`src/rtl/led_pattern_gen.sv`:
```
// LED pattern generator: register file, shared PWM/tick/blink/breathe timebase,
// and one mode selector per channel feeding a registered LED output.

module led_chan #(
  parameter int PWM_BITS = 8,
  parameter bit ALT      = 1'b0
) (
  input  logic [2:0]          i_mode,
  input  logic [PWM_BITS-1:0] i_duty,
  input  logic [PWM_BITS-1:0] i_pwm,
  input  logic [PWM_BITS-1:0] i_level,
  input  logic                i_phase,
  input  logic                i_sync,
  output logic                o_led_nxt
);
  logic w_on;

  always_comb begin
    w_on      = (i_pwm < i_duty);
    o_led_nxt = 1'b0;
    case (i_mode)
      3'd1:    o_led_nxt = w_on;
      3'd2:    o_led_nxt = i_phase & w_on;
      3'd3:    o_led_nxt = (i_phase ^ ALT) & w_on;
      3'd4:    o_led_nxt = (i_pwm < i_level);
      3'd5:    o_led_nxt = i_sync;
      default: o_led_nxt = 1'b0;
    endcase
  end
endmodule

module led_pattern_gen #(
  parameter int NUM_CH   = 2,
  parameter int PWM_BITS = 8
) (
  input  logic              xclk,
  input  logic              sys_rst,
  input  logic              wr_stb,
  input  logic [3:0]        wr_addr,
  input  logic [7:0]        wr_data,
  input  logic [3:0]        rd_addr,
  output logic [7:0]        rd_data,
  output logic [NUM_CH-1:0] led
);
  localparam logic [PWM_BITS-1:0] L_ONE = {{(PWM_BITS-1){1'b0}}, 1'b1};
  localparam logic [PWM_BITS-1:0] L_MAX = '1;
  localparam logic [PWM_BITS-1:0] L_TOP = L_MAX - L_ONE;

  logic                             r_en;
  logic [15:0]                      r_div;
  logic [7:0]                       r_blink_len;
  logic [NUM_CH-1:0][2:0]           r_mode;
  logic [NUM_CH-1:0][PWM_BITS-1:0]  r_duty;

  logic [PWM_BITS-1:0] r_pwm, r_level;
  logic [15:0]         r_presc;
  logic [7:0]          r_bcnt;
  logic                r_phase, r_dir;

  logic [7:0]          r_rd_data, w_rd_data;
  logic [NUM_CH-1:0]   r_led, w_led_nxt;
  logic                w_led0, w_div_wr, w_tick;

  assign w_div_wr = wr_stb && (wr_addr == 4'd1 || wr_addr == 4'd2);
  assign w_tick   = r_en && !w_div_wr && (r_presc == r_div);

  // Register file writes
  always_ff @(posedge xclk or posedge sys_rst) begin
    if (sys_rst) begin
      r_en        <= 1'b0;
      r_div       <= '0;
      r_blink_len <= '0;
      r_mode      <= '0;
      r_duty      <= '0;
    end else if (wr_stb) begin
      case (wr_addr)
        4'd0:    r_en        <= wr_data[0];
        4'd1:    r_div[7:0]  <= wr_data;
        4'd2:    r_div[15:8] <= wr_data;
        4'd3:    r_blink_len <= wr_data;
        default: ;
      endcase
      for (int i = 0; i < NUM_CH; i++) begin
        if (wr_addr == 4'(4 + 2*i)) r_mode[i] <= wr_data[2:0];
        if (wr_addr == 4'(5 + 2*i)) r_duty[i] <= wr_data[PWM_BITS-1:0];
      end
    end
  end

  always_comb begin
    w_rd_data = '0;
    case (rd_addr)
      4'd0:    w_rd_data = {7'd0, r_en};
      4'd1:    w_rd_data = r_div[7:0];
      4'd2:    w_rd_data = r_div[15:8];
      4'd3:    w_rd_data = r_blink_len;
      default: ;
    endcase
    for (int i = 0; i < NUM_CH; i++) begin
      if (rd_addr == 4'(4 + 2*i)) w_rd_data = {5'd0, r_mode[i]};
      if (rd_addr == 4'(5 + 2*i)) w_rd_data = 8'(r_duty[i]);
    end
  end

  // Shared timebase; everything but the PWM counter idles at reset values while EN=0
  always_ff @(posedge xclk or posedge sys_rst) begin
    if (sys_rst) begin
      r_pwm   <= '0;
      r_presc <= '0;
      r_bcnt  <= '0;
      r_phase <= 1'b0;
      r_level <= '0;
      r_dir   <= 1'b0;
    end else begin
      r_pwm <= r_pwm + L_ONE;
      if (!r_en) begin
        r_presc <= '0;
        r_bcnt  <= '0;
        r_phase <= 1'b0;
        r_level <= '0;
        r_dir   <= 1'b0;
      end else begin
        if (w_div_wr || r_presc == r_div) r_presc <= '0;
        else                              r_presc <= r_presc + 16'd1;
        if (w_tick) begin
          if (r_bcnt == r_blink_len) begin
            r_bcnt  <= '0;
            r_phase <= ~r_phase;
          end else begin
            r_bcnt <= r_bcnt + 8'd1;
          end
          // Direction flips on arrival at an endpoint so it is never revisited
          if (!r_dir) begin
            r_level <= r_level + L_ONE;
            if (r_level == L_TOP) r_dir <= 1'b1;
          end else begin
            r_level <= r_level - L_ONE;
            if (r_level == L_ONE) r_dir <= 1'b0;
          end
        end
      end
    end
  end

  // Channel 0 is the SYNC source, so it is built apart to keep the path acyclic
  for (genvar g = 0; g < NUM_CH; g++) begin : g_ch
    if (g == 0) begin : g_lead
      led_chan #(.PWM_BITS(PWM_BITS), .ALT(1'b0)) u_chan (
        .i_mode(r_mode[g]), .i_duty(r_duty[g]), .i_pwm(r_pwm), .i_level(r_level),
        .i_phase(r_phase), .i_sync(1'b0), .o_led_nxt(w_led0)
      );
    end else begin : g_follow
      led_chan #(.PWM_BITS(PWM_BITS), .ALT(g % 2 == 1)) u_chan (
        .i_mode(r_mode[g]), .i_duty(r_duty[g]), .i_pwm(r_pwm), .i_level(r_level),
        .i_phase(r_phase), .i_sync(w_led0), .o_led_nxt(w_led_nxt[g])
      );
    end
  end
  assign w_led_nxt[0] = w_led0;

  always_ff @(posedge xclk or posedge sys_rst) begin
    if (sys_rst) begin
      r_led     <= '0;
      r_rd_data <= '0;
    end else begin
      r_led     <= r_en ? w_led_nxt : '0;
      r_rd_data <= w_rd_data;
    end
  end

  assign led     = r_led;
  assign rd_data = r_rd_data;
endmodule

```
`config.mk`:
```
export PLATFORM = sky130hd
export DESIGN_NAME = led_pattern_gen
export DESIGN_NICKNAME = d
export VERILOG_FILES = /design/src/rtl/led_pattern_gen.sv
export SDC_FILE = /design/constraint.sdc
export NUM_CORES = 1
export LEC_CHECK = 0
export CAP_MARGIN = 40
export CORE_MARGIN = 8
export CORE_UTILIZATION = 45
export CTS_BUF_LIST = sky130_fd_sc_hd__clkbuf_16
export DETAILED_ROUTE_END_ITERATION = 12
export SYNTH_ARGS = -nofsm -noshare
export SYNTH_HDL_FRONTEND = slang
export SYNTH_SLANG_ARGS = --single-unit
```
`constraint.sdc`:
```
create_clock -name xclk -period 8.04 [get_ports xclk]
set_input_delay 0.804 -clock xclk [delete_from_list [all_inputs] [get_ports xclk]]
set_output_delay 0.804 -clock xclk [all_outputs]
set_load 0.03 [all_outputs]
```
==> flow_metrics.tcl, run 1 <==
set metrics [dict create \
    required_ns 8.29 \
    leakagePower_nw 2.69 \
    worstSetupPathType "in -> reg" \
    fin_ws_ns 5.26 \
    nets 625 \
    setup_viol 0 \
    hold_buffers 0 \
    grt_pass1_vias 4192 \
    vias_per_cell 5.58 \
    final_common_cell "dfrtp_1" \
    port_buffers 28 \
    finalWirelength_um 13800 \
    tritoncts "built" \
    ys_types 55 \
    final_area_um2 6270 \
    cts_resized 0 \
    drt_iter0_drc 297 \
    synthesis.nets 601 \
    dieArea_um2 16200 \
    cts_setup_buffers 0 \
    start_util_pct 46.2 \
    yosys_warnings 0 \
    min_period_ns 2.78 \
    hold_depth 1 \
    vias 4187 \
    numCtsBuffers 9 \
    avgRoutedWirePerCell_um 18.3 \
    relSlewSlack_pct 41.9 \
    ys_ff_latch 99 \
    reg2regPathDepth 5 \
    final_cell_mix "dfrtp_1, nand2_1, nor2_1" \
    clk_path_buf_depth 2 \
    grt_max_degree 64 \
    postSynthCellCount 554 \
    route.detailed.drc 0 \
    rsz0062_at_grt "false" \
    finalMaxSlewViolations 0 \
    cts_sinks 99 \
    start_kind "input port" \
    drt.antenna.violating_nets 0 \
    area_growth_syn_to_layout_pct 12.5 \
    die_h_um 127 \
    row_count 40 \
    yosysSeqAreaShare_pct 44.5 \
    dr.max_layer_used "met4" \
    grt-ovfl-total 0 \
    grt_antenna_before_repair 0 \
    pwr_density_cell_nw_per_um2 205 \
    worstPathArrival_ns 3.03 \
    clock_latency_ns 0.35 \
    ios 29 \
    dp_hpwl_um 10200 \
    gp_congestion 0.851 \
    wl_met1_um 6330 \
    final_util_pct 52.0 \
    grt_use_total_pct 17.9 \
    grt_pass1_wl_um 22800 \
    die_x_um 127 \
    ctsRootBufferMaster "clkbuf_16" \
    ys.flop_type "dfrtp_1" \
    layout-drive-gt1-share_pct 12.2 \
    antenna-diode-count 0 \
    syn-cell-area_um2 5570 \
    finalCritPeriodShare_pct 34.6 \
    met3WireLength_um 536 \
    end_kind "flip-flop" \
    dr.pass1.iters 5 \
    hold_violations 0 \
    skew_ns 0.00463 \
    status "complete, no violations" \
    synthArstFlopShare_pct 100 \
    cap_violations 0 \
    synth_edf_count 0 \
    place_area_um2 6020 \
    clk_pin_slew_ns 0.06 \
    final.setup.tns_ns 0 \
    worst_pin_slew_ns 0.867 \
    cp_max_fo 19 \
    avgSynthCellArea_um2 10.1 \
    hp-class "reg -> reg" \
    post-place-ws_ns 4.95 \
    wl_met2_um 6730 \
    max-vdd-ir-drop_mv 0.109 \
    max_freq_ghz 0.360 \
    ctsHtreeMaxLevel 3 \
    core-area_um2 12100 \
]
## cell families (layout without fill, tap and decap cells)
logic type / after synthesis / after routing / share of synthesized area (%)
XOR/XNOR: 46 / 46 / 7.23
multiplexers: 46 / 46 / 9.56
adder cells (fa/ha/maj): 28 / 28 / 6.29
AO/OA/AOI/OAI: 107 / 107 / 12.3
buffers and inverters: 50 / 78 / 3.61
flip-flops: 99 / 99 / 44.5
AND/OR/NAND/NOR: 178 / 178 / 16.5
## cell usage after synthesis (8+ instances only)
library cell  instances  area [µm²]
dfrtp_1              99        2480
nand2_1              51         191
nor2_1               40         150
mux2_2               38         428
o21ai_0              31         155
xor2_1               31         272
inv_1                30         113
ha_1                 28         350
a21oi_1              23         115
nand3_1              18        90.1
xnor2_1              15         131
clkbuf_1             14        52.6
nand4_1              10        62.6
nor3_1               10        50.1
o31ai_1               8        60.1
## worst paths after layout
| check | startpoint | to | slack [ns] |
|---|---|---|---|
| max reg2reg | r_blink_len[7] | r_phase | 5.77 |
| min in group asynchronous | sys_rst | r_bcnt[5] | 0.83 |
| min | r_presc[0] | r_presc[0] | 0.52 |
| max in group asynchronous | sys_rst | r_duty[2] | 6.06 |
| min reg2reg | r_presc[0] | r_presc[0] | 0.52 |
| max | rd_addr[1] | rd_data[2] | 5.26 |
## layout make-up
cell class	count	area, µm²
Tap cell	168	210
Timing Repair Buffer	33	322
Clock buffer	9	225
Multi-Input combinational cell	405	2890
Sequential cell	99	2480
Inverter	30	115
Fill cell	1100	5790
Clock inverter	6	27.5
## worst max-delay path, cell delays in order
cell and delay, ns:
clkdlybuf4s50_1 0.86, nor2b_1 0.69, a22oi_1 0.23, nor2_1 0.16
a21oi_1 0.06, o21ai_0 0.21
## registers in the layout (all words and copies together), names as in the netlist
name         count
r_div           16
r_duty          16
r_presc         16
r_bcnt           8
r_blink_len      8
r_level          8
r_pwm            8
rd_data          8
r_mode           6
led              2
r_dir            1
r_en             1
r_phase          1
## per-layer routing
| layer | GRT usage (%) | vias to the layer above |
|---|---|---|
| met1 | 23.3 | 2078 |
| met5 | 0 | - |
| li1 | - | 2016 |
| met2 | 29.3 | 81 |
| met4 | 4.55 | 0 |
| met3 | 4.12 | 12 |
## report_power, final
group / internal [mW] / leakage [nW] / switching [mW]
Sequential: 0.565 / 1.28 / 0.0714
Clock: 0.203 / 0.133 / 0.180
Combinational: 0.121 / 1.28 / 0.143
## through the flow
step                total power [mW]  cells  hold WS (ns)
floorplan                      0.813    554         0.450
global route                    1.35    750         0.551
global placement               0.903    734         0.491
finish                          1.28    750         0.518
CTS                             1.30    750         0.513
detailed placement             0.911    735         0.504
No activity file was read; power rests on OpenSTA's default activity.
==> run 2, diff against run 1 <==
--- a/config.mk
+++ b/config.mk
@@ -10,6 +10,7 @@
 export CORE_UTILIZATION = 45
 export CTS_BUF_LIST = sky130_fd_sc_hd__clkbuf_16
 export DETAILED_ROUTE_END_ITERATION = 12
+export PLACE_DENSITY = 0.65
 export SYNTH_ARGS = -nofsm -noshare
 export SYNTH_HDL_FRONTEND = slang
 export SYNTH_SLANG_ARGS = --single-unit
==> constraint.sdc (replaced) <==
create_clock -name xclk -period 2.29 [get_ports xclk]
set_input_delay 0.229 -clock xclk [delete_from_list [all_inputs] [get_ports xclk]]
set_output_delay 0.229 -clock xclk [all_outputs]
set_load 0.03 [all_outputs]
==> flow_metrics.tcl, run 2 (synthesized netlist as in run 1, its figures left out) <==
set metrics [dict create \
    hold_buffers 0 \
    finalCritPeriodShare_pct 91.9 \
    multi_input_area_um2 2890 \
    min_period_ns 2.11 \
    cp_max_fo 19 \
    vias 4358 \
    final_common_cell "dfrtp_1" \
    required_ns 2.51 \
    path_cells "xor2_1 > nor4_2 > nand4_1 > buf_4 > o311ai_1 > o41ai_2" \
    finalWirelength_um 14100 \
    reg2reg_setup_slack_ns 0.18 \
    grt_pass1_vias 4411 \
    avgRoutedWirePerCell_um 18.3 \
    max-vdd-ir-drop_mv 0.519 \
    worstSetupPathType "reg -> reg" \
    core-area_um2 12100 \
    cts_resized 0 \
    layout-drive-gt1-share_pct 15.1 \
    crit_path_start "r_presc[5]" \
    reg2regPathDepth 6 \
    dr.pass1.iters 5 \
    dp_hpwl_um 10500 \
    grt_antenna_before_repair 0 \
    fin_hold_ws_ns 0.274 \
    die_x_um 127 \
    reg.largest.list "r_div (16), r_duty (16), r_presc (16)" \
    ctsRootBufferMaster "clkbuf_16" \
    antenna-diode-count 0 \
    clk_path_buf_depth 2 \
    drt_iter0_drc 285 \
    grt-ovfl-total 0 \
    r2r_start "r_presc[5]" \
    die_h_um 127 \
    area_growth_syn_to_layout_pct 16.1 \
    gp_congestion 0.870 \
    end_kind "flip-flop" \
    start_util_pct 46.2 \
    max_freq_ghz 0.475 \
    nets 640 \
    port_buffers 28 \
    leakagePower_nw 2.79 \
    worst_pin_slew_ns 0.547 \
    skew_ns 0.00969 \
    ios 29 \
    grt_pass1_wl_um 23200 \
    cpMaxStageDelayCell "dfrtp_1" \
    hold_violations 0 \
    grt_use_total_pct 18.3 \
    slowest_delay_ns 0.46 \
    worstPathArrival_ns 2.33 \
    clock_latency_ns 0.36 \
    cts_sinks 99 \
    dieArea_um2 16200 \
    hp-class "in -> async" \
    fillers 1068 \
    grt_max_degree 45 \
    tritoncts "built" \
    clk_pin_slew_ns 0.07 \
    route.detailed.drc 0 \
    relSlewSlack_pct 63.5 \
    cap_violations 0 \
    setup_viol 0 \
    start_kind "flip-flop" \
    final.setup.tns_ns 0 \
    ctsHtreeMaxLevel 3 \
    drt.antenna.violating_nets 0 \
    status "complete, no violations" \
    vias_per_cell 5.69 \
    pwr_density_cell_nw_per_um2 752 \
    final_util_pct 53.7 \
    rr_endpoint "r_level[5]" \
    rsz0062_at_grt "false" \
    cts_setup_buffers 0 \
    numCtsBuffers 9 \
    row_count 40 \
    final-seq-area_um2 2480 \
    final_cell_mix "dfrtp_1, nand2_1, nor2_1" \
    finalMaxSlewViolations 0 \
]
-- run 2: cell types whose count changed in the layout (fill, tap and decap cells not counted), sizes merged --
| cell | delta |
|---|---|
| clkinv | +1 |
| bufinv | +2 |
| clkinvlp | +2 |
| buf | +15 |
| inv | -4 |
-- run 2: per-stage QoR --
stage	cell area [µm²]	cells	total power, mW	setup slack, ns
3_3_place_gp	6150	750	3.21	0.233
6_report	6470	766	4.86	0.185
3_5_place_dp	6150	750	3.25	0.170
4_1_cts	6470	766	4.90	0.148
5_1_grt	6470	766	5.10	0.0127
2_1_floorplan	5580	554	2.86	0.504
-- run 2: how the worst max path moves through the flow --
stage	depth (start not counted)	end
6_report	6	r_level[5]
5_1_grt	6	r_level[3]
4_1_cts	6	r_level[5]
3_5_place_dp	6	r_level[5]
3_3_place_gp	6	r_level[5]
2_1_floorplan	8	led[1]
-- run 2: layer usage --
metal / share of wire, % / track usage, % / vias to the layer above
met5: 0 / 0 / -
met4: 1.6 / 5.11 / 0
li1: - / - / 2042
met3: 4.0 / 4.49 / 19
met2: 50 / 30.9 / 91
met1: 44 / 22.7 / 2206
-- run 2: final cells by class --
| cell class | instances | share of cell area [%] |
|---|---|---|
| inverters | 30 | 1.80 |
| clock inverters | 7 | 1.43 |
| multi-input cells | 405 | 44.7 |
| flip-flops and latches | 99 | 38.3 |
| well taps | 168 | 3.25 |
| repair buffers | 48 | 7.04 |
| clock buffers | 9 | 3.48 |
-- run 2: critical path, delay by kind of cell (launching register included) --
kind	cells	cell delay (ns)
AOI/OAI and AO/OA	2	0.46
xor gates and xnor gates	1	0.19
buffers and inverters	1	0.27
DFF	1	0.46
and+or+nand+nor	2	0.58
-- run 2: where the power goes --
part / switching, mW / leakage [nW] / total, mW / internal (mW)
clock: 0.689 / 0.149 / 1.64 / 0.954
sequential: 0.254 / 1.28 / 2.24 / 1.98
combinational: 0.525 / 1.36 / 0.983 / 0.458
==> run 3, diff against run 2 <==
--- a/config.mk
+++ b/config.mk
@@ -6,7 +6,7 @@
 export NUM_CORES = 1
 export LEC_CHECK = 0
 export CAP_MARGIN = 40
-export CORE_MARGIN = 8
+export CORE_MARGIN = 5
 export CORE_UTILIZATION = 45
 export CTS_BUF_LIST = sky130_fd_sc_hd__clkbuf_16
 export DETAILED_ROUTE_END_ITERATION = 12
@@ -14,3 +14,4 @@
 export SYNTH_ARGS = -nofsm -noshare
 export SYNTH_HDL_FRONTEND = slang
 export SYNTH_SLANG_ARGS = --single-unit
+export TNS_END_PERCENT = 1
==> flow_metrics.tcl, run 3 (synthesized netlist as in run 1, its figures left out) <==
set metrics [dict create \
    status "complete, no violations" \
    start_util_pct 46.2 \
    ctsRootBufferMaster "clkbuf_16" \
    row_count 40 \
    leakagePower_nw 2.78 \
    p_total_mw 4.76 \
    nets 640 \
    cap_violations 0 \
    vias_per_cell 5.67 \
    clk_pin_slew_ns 0.07 \
    worstPathArrival_ns 2.29 \
    hold_violations 0 \
    cp-endpoint "r_level[5]" \
    required_ns 2.52 \
    grt-ovfl-total 0 \
    setup_viol 0 \
    dp_cells 750 \
    rsz0062_at_grt "false" \
    ctsHtreeMaxLevel 3 \
    reg2reg_setup_slack_ns 0.23 \
    dp_hpwl_um 10400 \
    cpMaxStageDelayCell "dfrtp_1" \
    path_cells "xor2_1 > nor4_2 > nand4_1 > buf_4 > o311ai_1 > o41ai_2" \
    hold_buffers 0 \
    reg.largest.list "r_div (16), r_duty (16), r_presc (16)" \
    relSlewSlack_pct 61.5 \
    crit_path_start "r_presc[7]" \
    min_period_ns 2.06 \
    die_x_um 121 \
    dr.pass1.iters 5 \
    fillers 1091 \
    final.setup.tns_ns 0 \
    rr_endpoint "r_level[5]" \
    grt_pass1_vias 4405 \
    final_cell_mix "dfrtp_1, nand2_1, nor2_1" \
    dieArea_um2 14700 \
    start_kind "flip-flop" \
    reg2regPathDepth 6 \
    final_common_cell "dfrtp_1" \
    drt_iter0_drc 411 \
    gp_congestion 0.897 \
    finalCritPeriodShare_pct 89.8 \
    finalWirelength_um 13700 \
    finalMaxSlewViolations 0 \
    clk_path_buf_depth 2 \
    max_freq_ghz 0.486 \
    layout-drive-gt1-share_pct 15.2 \
    end_kind "flip-flop" \
    core-area_um2 12100 \
    tritoncts "built" \
    cts_resized 0 \
    die_h_um 121 \
    hp-class "in -> async" \
    grt_antenna_before_repair 0 \
    pwr_density_cell_nw_per_um2 737 \
    cts_setup_buffers 0 \
    antenna-diode-count 0 \
    vias 4340 \
    area_growth_syn_to_layout_pct 15.8 \
    worst_pin_slew_ns 0.576 \
    grt_max_degree 47 \
    port_buffers 28 \
    slowest_delay_ns 0.44 \
    avgRoutedWirePerCell_um 17.8 \
    route.detailed.drc 0 \
    worstSetupPathType "reg -> reg" \
    clock_latency_ns 0.36 \
    fin_cells 766 \
    cp_max_fo 19 \
    cts_sinks 99 \
    max-vdd-ir-drop_mv 0.547 \
    r2r_start "r_presc[7]" \
    numCtsBuffers 9 \
    skew_ns 0.00775 \
    grt_pass1_wl_um 22500 \
    drt.antenna.violating_nets 0 \
    ios 29 \
    grt_use_total_pct 19.6 \
]
[run 3: how the worst min path moves through the flow]
| stage | endpoint | start | depth (start not counted) | slack, ns |
|---|---|---|---|---|
| 3_5_place_dp | r_presc[0] | r_presc[0] | 1 | 0.52 |
| 5_1_grt | r_bcnt[7] | sys_rst | 2 | 0.34 |
| 4_1_cts | r_phase | sys_rst | 2 | 0.29 |
| 3_3_place_gp | r_presc[0] | r_presc[0] | 1 | 0.50 |
| 2_1_floorplan | rd_data[6] | rd_addr[3] | 1 | 0.30 |
| 6_report | r_phase | sys_rst | 2 | 0.28 |
[run 3: report_power, final]
part	internal, mW	total, mW	switching (mW)
clock	0.854	1.55	0.697
sequential	1.98	2.23	0.246
combinational	0.457	0.977	0.520
total	3.30	4.76	1.46
[run 3: stage by stage]
stage | utilization (%) | cell area [µm²] | hold WS [ns] | setup slack (ns)
after floorplan | - | 5580 | 0.295 | 0.504
after global placement | 51.0 | 6150 | 0.499 | 0.248
after detailed placement | 51.0 | 6150 | 0.518 | 0.196
after CTS | 53.5 | 6450 | 0.287 | 0.193
after global routing | 53.5 | 6450 | 0.345 | 0.0493
final | 53.5 | 6450 | 0.278 | 0.234
[run 3: area by class of cell]
cell class / count / area [µm²] / share of cell area (%)
well taps: 168 / 210 / 3.26
flip-flops and latches: 99 / 2480 / 38.4
repair buffers: 48 / 455 / 7.06
inverters: 30 / 116 / 1.80
multi-input cells: 405 / 2890 / 44.8
clock inverters: 7 / 76.3 / 1.18
clock buffers: 9 / 225 / 3.49
[run 3: layer usage]
metal	wire length [µm]	up-vias	GRT usage (%)
met5	0	-	0
met4	388	0	8.05
met3	527	26	4.57
met2	6750	83	32.2
met1	6000	2180	24.8
li1	-	2051	-
[run 3: worst max-delay path: cells and delay by family (launching register included)]
family          cells  cell delay, ns
buf+inv             1            0.27
flops               1            0.44
simple gates        2            0.57
xor+xnor            1            0.18
compound gates      2            0.48
